File: src/rtl/alu_issue_ctrl.sv
// alu_issue_ctrl: multi-cycle Semi-MIPS issue controller (IDLE/DECODE/EXEC/WB/HALT)
//   params : PC_STEP - pc increment per completed instruction
//   in     : clk, rst (sync, active-high), instr_valid, instr[31:0], alu_zero
//   out    : instr_ready, alu_opcode[5:0], alu_b_sel, imm_ext[31:0],
//            rf_raddr1/2[4:0], rf_waddr[4:0], rf_we, pc[31:0], illegal, halted
module alu_issue_ctrl #(
  parameter logic [31:0] PC_STEP = 32'd4
) (
  input  logic        clk,
  input  logic        rst,
  input  logic        instr_valid,
  output logic        instr_ready,
  input  logic [31:0] instr,
  output logic [5:0]  alu_opcode,
  output logic        alu_b_sel,
  output logic [31:0] imm_ext,
  input  logic        alu_zero,
  output logic [4:0]  rf_raddr1,
  output logic [4:0]  rf_raddr2,
  output logic [4:0]  rf_waddr,
  output logic        rf_we,
  output logic [31:0] pc,
  output logic        illegal,
  output logic        halted
);
  typedef enum logic [2:0] {IDLE, DECODE, EXEC, WB, HALT} state_t;
  state_t state_q, state_d;
  logic [31:0] instr_q, instr_d, pc_q, pc_d, imm_ext_q, imm_ext_d;
  logic [5:0] alu_opcode_q, alu_opcode_d;
  logic [4:0] rf_raddr1_q, rf_raddr1_d, rf_raddr2_q, rf_raddr2_d, rf_waddr_q, rf_waddr_d;
  logic ready_q, ready_d, alu_b_sel_q, alu_b_sel_d, rf_we_q, rf_we_d;
  logic illegal_q, illegal_d, halted_q, halted_d, zero_q, zero_d;
  logic [5:0] op, funct, opc;
  logic [4:0] dest;
  logic r_ok, i_type, is_beq, is_halt, legal, wr;
  logic [31:0] imm;
  assign op      = instr_q[31:26];
  assign funct   = instr_q[5:0];
  assign r_ok    = op == 6'd0 && funct != 6'd0 && funct < 6'd16;
  assign i_type  = (op >= 6'd18 && op <= 6'd23) || op == 6'd63;
  assign is_beq  = op == 6'd24;
  assign is_halt = op == 6'd26;
  assign legal   = r_ok || i_type || is_beq || is_halt;
  assign wr      = r_ok || i_type;
  assign opc     = r_ok ? funct : i_type ? op : is_beq ? 6'd2 : 6'd0;
  assign dest    = op == 6'd0 ? instr_q[15:11] : instr_q[20:16];
  assign imm     = {{16{instr_q[15]}}, instr_q[15:0]};
  always_comb begin
    state_d      = state_q;
    instr_d      = instr_q;
    pc_d         = pc_q;
    imm_ext_d    = imm_ext_q;
    zero_d       = zero_q;
    ready_d      = ready_q;
    rf_raddr1_d  = rf_raddr1_q;
    rf_raddr2_d  = rf_raddr2_q;
    rf_waddr_d   = rf_waddr_q;
    halted_d     = halted_q;
    alu_opcode_d = 6'd0;
    alu_b_sel_d  = 1'b0;
    rf_we_d      = 1'b0;
    illegal_d    = 1'b0;
    case (state_q)
      IDLE: if (instr_valid) begin
        instr_d     = instr;
        rf_raddr1_d = instr[25:21];
        rf_raddr2_d = instr[20:16];
        ready_d     = 1'b0;
        state_d     = DECODE;
      end
      DECODE: begin
        alu_opcode_d = opc;
        alu_b_sel_d  = i_type;
        imm_ext_d    = imm;
        state_d      = EXEC;
      end
      EXEC: begin
        alu_opcode_d = opc;
        alu_b_sel_d  = i_type;
        zero_d       = alu_zero;
        rf_we_d      = wr && dest != 5'd0;
        rf_waddr_d   = dest;
        illegal_d    = !legal;
        state_d      = WB;
      end
      WB: begin
        pc_d     = pc_q + PC_STEP + ((is_beq && zero_q) ? {imm_ext_q[29:0], 2'b00} : 32'd0);
        ready_d  = !is_halt;
        halted_d = is_halt;
        state_d  = is_halt ? HALT : IDLE;
      end
      default: ;
    endcase
  end
  always_ff @(posedge clk) begin
    if (rst) begin
      state_q      <= IDLE;
      instr_q      <= '0;
      pc_q         <= '0;
      imm_ext_q    <= '0;
      zero_q       <= 1'b0;
      ready_q      <= 1'b1;
      rf_raddr1_q  <= '0;
      rf_raddr2_q  <= '0;
      rf_waddr_q   <= '0;
      halted_q     <= 1'b0;
      alu_opcode_q <= '0;
      alu_b_sel_q  <= 1'b0;
      rf_we_q      <= 1'b0;
      illegal_q    <= 1'b0;
    end else begin
      state_q      <= state_d;
      instr_q      <= instr_d;
      pc_q         <= pc_d;
      imm_ext_q    <= imm_ext_d;
      zero_q       <= zero_d;
      ready_q      <= ready_d;
      rf_raddr1_q  <= rf_raddr1_d;
      rf_raddr2_q  <= rf_raddr2_d;
      rf_waddr_q   <= rf_waddr_d;
      halted_q     <= halted_d;
      alu_opcode_q <= alu_opcode_d;
      alu_b_sel_q  <= alu_b_sel_d;
      rf_we_q      <= rf_we_d;
      illegal_q    <= illegal_d;
    end
  end
  assign instr_ready = ready_q;
  assign alu_opcode  = alu_opcode_q;
  assign alu_b_sel   = alu_b_sel_q;
  assign imm_ext     = imm_ext_q;
  assign rf_raddr1   = rf_raddr1_q;
  assign rf_raddr2   = rf_raddr2_q;
  assign rf_waddr    = rf_waddr_q;
  assign rf_we       = rf_we_q;
  assign pc          = pc_q;
  assign illegal     = illegal_q;
  assign halted      = halted_q;
endmodule

File: config.mk
export PLATFORM = sky130hd
export DESIGN_NAME = alu_issue_ctrl
export DESIGN_NICKNAME = d
export VERILOG_FILES = /design/src/rtl/alu_issue_ctrl.sv
export SDC_FILE = /design/constraint.sdc
export NUM_CORES = 1
export LEC_CHECK = 0
export BUFFER_PORTS_ARGS = -buffer_cell sky130_fd_sc_hd__buf_4
export CAP_MARGIN = 40
export CORE_MARGIN = 4
export CORE_UTILIZATION = 35
export DETAILED_ROUTE_END_ITERATION = 10
export GPL_TIMING_DRIVEN = 0
export PLACE_DENSITY_LB_ADDON = 0.05
export SLEW_MARGIN = 40
export SYNTH_ARGS = -nofsm -noshare
export SYNTH_HDL_FRONTEND = slang
export SYNTH_SLANG_ARGS = --single-unit
File: constraint.sdc
create_clock -name clk -period 6.9 [get_ports clk]
set_input_delay 0.345 -clock clk [delete_from_list [all_inputs] [get_ports clk]]
set_output_delay 0.345 -clock clk [all_outputs]
set_load 0.01 [all_outputs]
**Word-level counts from Yosys, hierarchy flattened**

Index checks and enable logic that the tools add are counted.

- Reductions and logical operators: 23
- Mux-type cells: 10
- Order comparisons: 3
- $add $sub $neg: 2
- Equal/unequal tests: 7
- Bitwise logic cells: 2

Operators by type and width:

| kind | number |
|---|---|
| adder 32 x 3 -> 32 bit (second input constant) | 1 |
| adder 32 bit | 1 |
| 2-to-1 mux 32 bit | 1 |
| equality test 6 x 5 -> 1 bit (second input constant) | 2 |
| 2-to-1 mux 6 bit | 2 |
| case mux 3 bit (4 select lines) | 1 |
| equality test 3 x 2 -> 1 bit (second input constant) | 2 |
| equality test 6 bit (second input constant) | 1 |
| greater-or-equal comparator 6 x 5 -> 1 bit (second input constant) | 1 |
| <= comparator 6 x 5 -> 1 bit (second input constant) | 1 |
| logical NOT 6 bit | 1 |
| less-than comparator 6 x 5 -> 1 bit (second input constant) | 1 |
| 2-to-1 mux 3 bit | 2 |
| AND reduction 2 bit | 3 |
| nonzero test 6 bit | 1 |
| OR reduction 2 bit | 3 |
| logical AND 1 bit | 5 |
| 2-to-1 mux 5 bit | 1 |
| nonzero test 5 bit | 1 |
| logical OR 1 bit | 4 |
| nonzero test 4 bit | 1 |
| equality test 3 x 1 -> 1 bit (second input constant) | 1 |
| logical NOT 3 bit | 1 |
| logical NOT 1 bit | 2 |
| 6 further kinds | 7 |

- Register bits: 110
- Output and inout port bits: 90
- Word-level logic and storage cells: 61

**Logic depth before layout (Yosys ltp)**

- Depth after elaboration: 7
- Depth in mapped cells: 17
- Gate-level depth less buffers: 15

**Worst setup path after synthesis**

No wires, ideal clock.

- Kind: register to register
- Start: register instr_q[28]
- End: register pc_q[31] (netlist: pc[31])
- Path slack: 2937 ps
- Arrival time: 3840 ps
- Cell stages (with the launch flop): 16
- Library setup time: 123 ps
- Cells stage by stage: dfxtp_1 -> nor4_4 -> and3b_2 -> clkbuf_1 -> clkbuf_1 -> and2_1 -> ha_1 -> ha_1 -> fa_1 -> a211oi_2 -> o211ai_1 -> nand4b_1 -> o211ai_1 -> o31ai_2 -> mux2i_1 -> mux2_1

- Word-level cells in the longest chain between the ends: 4

Ends and longest elaborated chain:

| what | line | text |
|---|---|---|
| start: declaration | 28 | `logic [31:0] instr_q, instr_d, pc_q, pc_d, imm_ext_q, imm_ext_d;` |
| start signal: assignment | 113 | `instr_q <= instr_d;` |
| equality test 6 x 5 -> 1 bit | 41 | `assign is_beq = op == 6'd24;` |
| logical AND 1 bit | 87 | `pc_d = pc_q + PC_STEP + ((is_beq && zero_q) ? {imm_ext_q[29:0], 2'b00} : 32'd0);` |
| 2-to-1 mux 32 bit | 87 |  |
| adder 32 bit | 87 |  |
| end signal: assignment | 114 | `pc_q <= pc_d;` |
| end: declaration | 28 |  |

No other way between the ends.
A chain may end at the register's enable or synchronous reset.

**Worst setup path in the final report**

- Start: register instr_q[30]
- End: register pc_q[31] (netlist: pc[31])

The elaborated chain is that of the path after synthesis.

==> summary.md <==
| Metric | Value |
|---|---|
| Final WL | `approximately 17000 um` |
| Die H | `approximately 140 um` |
| Crit. End Element | `register` |
| Syn. warnings | `0` |
| Cell taking the most area after synthesis | `dfxtp_1` |
| Synth Area in XOR/XNOR | `between 5 and 6%` |
| Effective utilization at floorplan | `36.0%` |
| Max VDD drop | `around 0.11 mV` |
| Number of remaining DRC errors | `0` |
| Final non-filler cell area | `approximately 7300 sq um` |
| Final core occ | `45.6%` |
| Status | `finished, final reports clean` |
| CP bufs+invs | `2` |
| Final Hold Vio Count | `0` |
| Most used DFF post-synth | `dfxtp_1` |
| Post-CTS setup buffer count | `0` |
| Via-to-Cell Ratio | `4.96` |
| Area contributors post-synth | `dfxtp_1 34%, nand2_1 9.6%, ha_1 9.3%, a21oi_1 8.8%, xnor2_1 3.8%` |
| Post-route antenna net violation count | `0` |
| Final max-slew violation count | `0` |
| CTS Buffer Depth | `2` |
| Clock slew at reported path FFs | `0.07 ns` |
| Final Setup Violations | `0` |
| Post-synth ARST share | `0%` |
| Die Span X | `approximately 140 um` |
| Post-route worst setup slack | `1.97 ns` |
| CP max stage delay | `0.45 ns` |
| Syn Area/Cell | `roughly 8 sq um` |
| Area grow syn2layout | `26.8%` |
| Required @ worst endpoint | `roughly 7 ns` |
| Root Buffer | `clkbuf_16` |
| Worst skew pair latency | `0.35 ns` |
| Final min period | `just under 5 ns` |
| Iteration-0 DRC Markers | `342` |
| Clk sinks | `98` |
| Crit start category | `register` |
| Die area | `18600 sq um` |
| Commonest non-fill, non-tap cell in the layout | `buf_4` |
| Crit path max-delay cell type | `fa_1` |
| Hold Path Class | `in -> reg` |
| Tightest Pin Transition | `0.837 ns` |
| Register area share after synthesis | `34.1%` |
| Initial antenna violation count | `0` |
| Post-placement cell area | `6960 sq um` |
| Adder-cell share of the synthesized area | `about a tenth` |
| Detail Placement HPWL | `between 10000 and 15000 um` |
| Synth top area share | `34.1%` |
| Synth Area in Compound Gates | `roughly a fifth` |
| Fin crit share | `71.4%` |
| GP Congestion | `0.925` |
| Worst slack, placed | `a little under 2 ns` |
| Vias after detailed routing | `approximately 5300` |
| CTS Hold Bufs | `0` |
| Final setup TNS | `0 ns` |
| DR WL/cell | `15.7 um` |
| Total gr overflow | `0` |
| CP cell instances | `nand2_1, nor4_4, and3b_2, clkbuf_1, clkbuf_1, and2_1, ha_1, ha_1, fa_1, a211oi_2, o211ai_1, nand4b_1, o211ai_1, o31ai_2, mux2i_1, mux2_1` |
| Worst-path fanout max | `10` |
| Critical path class | `reg -> reg` |
| Diode count | `0` |
| Most frequent cells in the layout | `151 x buf_4, 147 x nand2_1, 101 x a21oi_1` |
| Post-Syn Area | `5760 sq um` |
| Largest family of logic cells by synthesized area | `simple AND/OR/NAND/NOR gates` |
| Mux cell area share after synthesis | `1.41%` |
| Post-Syn Instances | `722` |
| Drt pass-1 iters | `4` |
| IO Pins | `126` |
| Layout cells sized above 1 | `22.6%` |
| Largest net degree at the start of global routing | `24` |
| Total GRT Usage | `18.6%` |
| Total Nets Final | `936` |
| Vias in the first global route | `~5200` |
| Worst path top cell family by delay | `compound AO/OA/AOI/OAI gates` |
| CTS HTree Levels | `3` |
| Post-synth EDFFs | `0` |
| Row cnt | `46` |
| Number of max-cap violations | `0` |
| Worst hold slack | `0.240 ns` |
| PD cells | `~190 nW/um^2` |
| Post-CTS Resized | `0` |
| CTS tree | `done` |
| Cts bufs inserted | `9` |
| Relative slew slack | `44.0%` |
| Post-synthesis simple-gate area fraction | `22.4%` |
| Clock Skews | `0.00774 ns` |
| Fmax | `203 MHz` |
| CP arrival | `5.17 ns` |
| Distinct cell type count of the synthesized netlist | `64` |
| Leakage | `3.32 nW` |
| RSZ-0062 raised after global routing | `no` |
| Port bufs | `122` |
| Core area | `16000 sq um` |
| First-pass GRT wire length | `27300 um` |
| Count of state elements after synthesis | `98` |
==> metal layers <==
layer	track usage, %	vias up	wire length, um
met5	0	-	0
met4	5.04	0	212
met3	3.22	14	891
met2	31.6	127	8100
met1	24.4	2442	7720
li1	-	2756	-
==> worst register-to-register path: cells and delay by family, from the launching register on <==
kind,cells,cell delay [ns]
multiplexers,2,0.59
adder cells (fa/ha/maj),3,0.91
buffers and inverters,2,0.79
flip-flops,1,0.43
AND/OR/NAND/NOR,5,1.03
AO/OA/AOI/OAI,4,1.09
==> final timing paths <==
| kind | startpoint | endpoint | slack (ns) | depth (start not counted) |
|---|---|---|---|---|
| setup / recovery | instr_q[30]$_SDFFE_PP0P_ | pc[31]$_SDFFE_PP0P_ | 1.97 | 16 |
| setup reg to reg | instr_q[30]$_SDFFE_PP0P_ | pc[31]$_SDFFE_PP0P_ | 1.97 | 16 |
| hold reg to reg | instr_q[22]$_SDFFE_PP0P_ | instr_q[22]$_SDFFE_PP0P_ | 0.46 | 2 |
| hold / removal | instr[17] | instr_q[17]$_SDFFE_PP0P_ | 0.24 | 3 |
==> flip-flops by register name, summed over array words and instances (netlist names) <==
name,cells
zero_q,1
rf_we,1
imm_ext,16
instr_ready,1
state_q,3
pc,30
alu_opcode,6
illegal,1
halted,1
alu_b_sel,1
instr_q,32
rf_waddr,5
==> through the flow <==
stage / instances / power (mW)
2_1_floorplan: 723 / 0.706
3_3_place_gp: 1061 / 0.772
3_5_place_dp: 1061 / 0.775
4_1_cts: 1076 / 1.37
5_1_grt: 1076 / 1.41
6_report: 1076 / 1.36
==> synth_stat cells (8+ instances only) <==
cell / instances
and3_1: 16
inv_1: 12
a21o_1: 9
buf_4: 29
nand2_1: 147
clkbuf_1: 29
xnor2_1: 25
xor2_1: 8
nand3_1: 10
and2_1: 15
a211oi_1: 10
a22o_1: 11
a21oi_1: 101
nor2_1: 36
ha_1: 43
dfxtp_1: 98
o21ai_0: 18
nor3_1: 10
==> report_power, final <==
group          internal (mW)  switching, mW  total (mW)
Combinational         0.0673         0.0847       0.152
Clock                  0.365          0.231       0.596
Sequential             0.587         0.0211       0.608
Total                   1.02          0.336        1.36
==> logic make-up (layout without fill, tap and decap cells) <==
| logic type | Yosys count | in the layout |
|---|---|---|
| buffers and inverters | 79 | 216 |
| AOI/OAI and AO/OA | 184 | 184 |
| adders and majority gates | 44 | 44 |
| other | 1 | 2 |
| and+or+nand+nor | 275 | 275 |
| xor gates and xnor gates | 33 | 33 |
| muxes | 8 | 8 |
| DFF | 98 | 98 |
==> cell type report <==
class / count / area [sq um]
plain buffers: 67 / 380
clock buffers: 10 / 239
clock inverters: 5 / 108
fillers: 1659 / 8700
inverters: 12 / 45.0
multi-input cells: 546 / 3380
flip-flops and latches: 98 / 1960
well taps: 216 / 270
repair buffers: 122 / 916
Power figures use the tool's default switching activity.
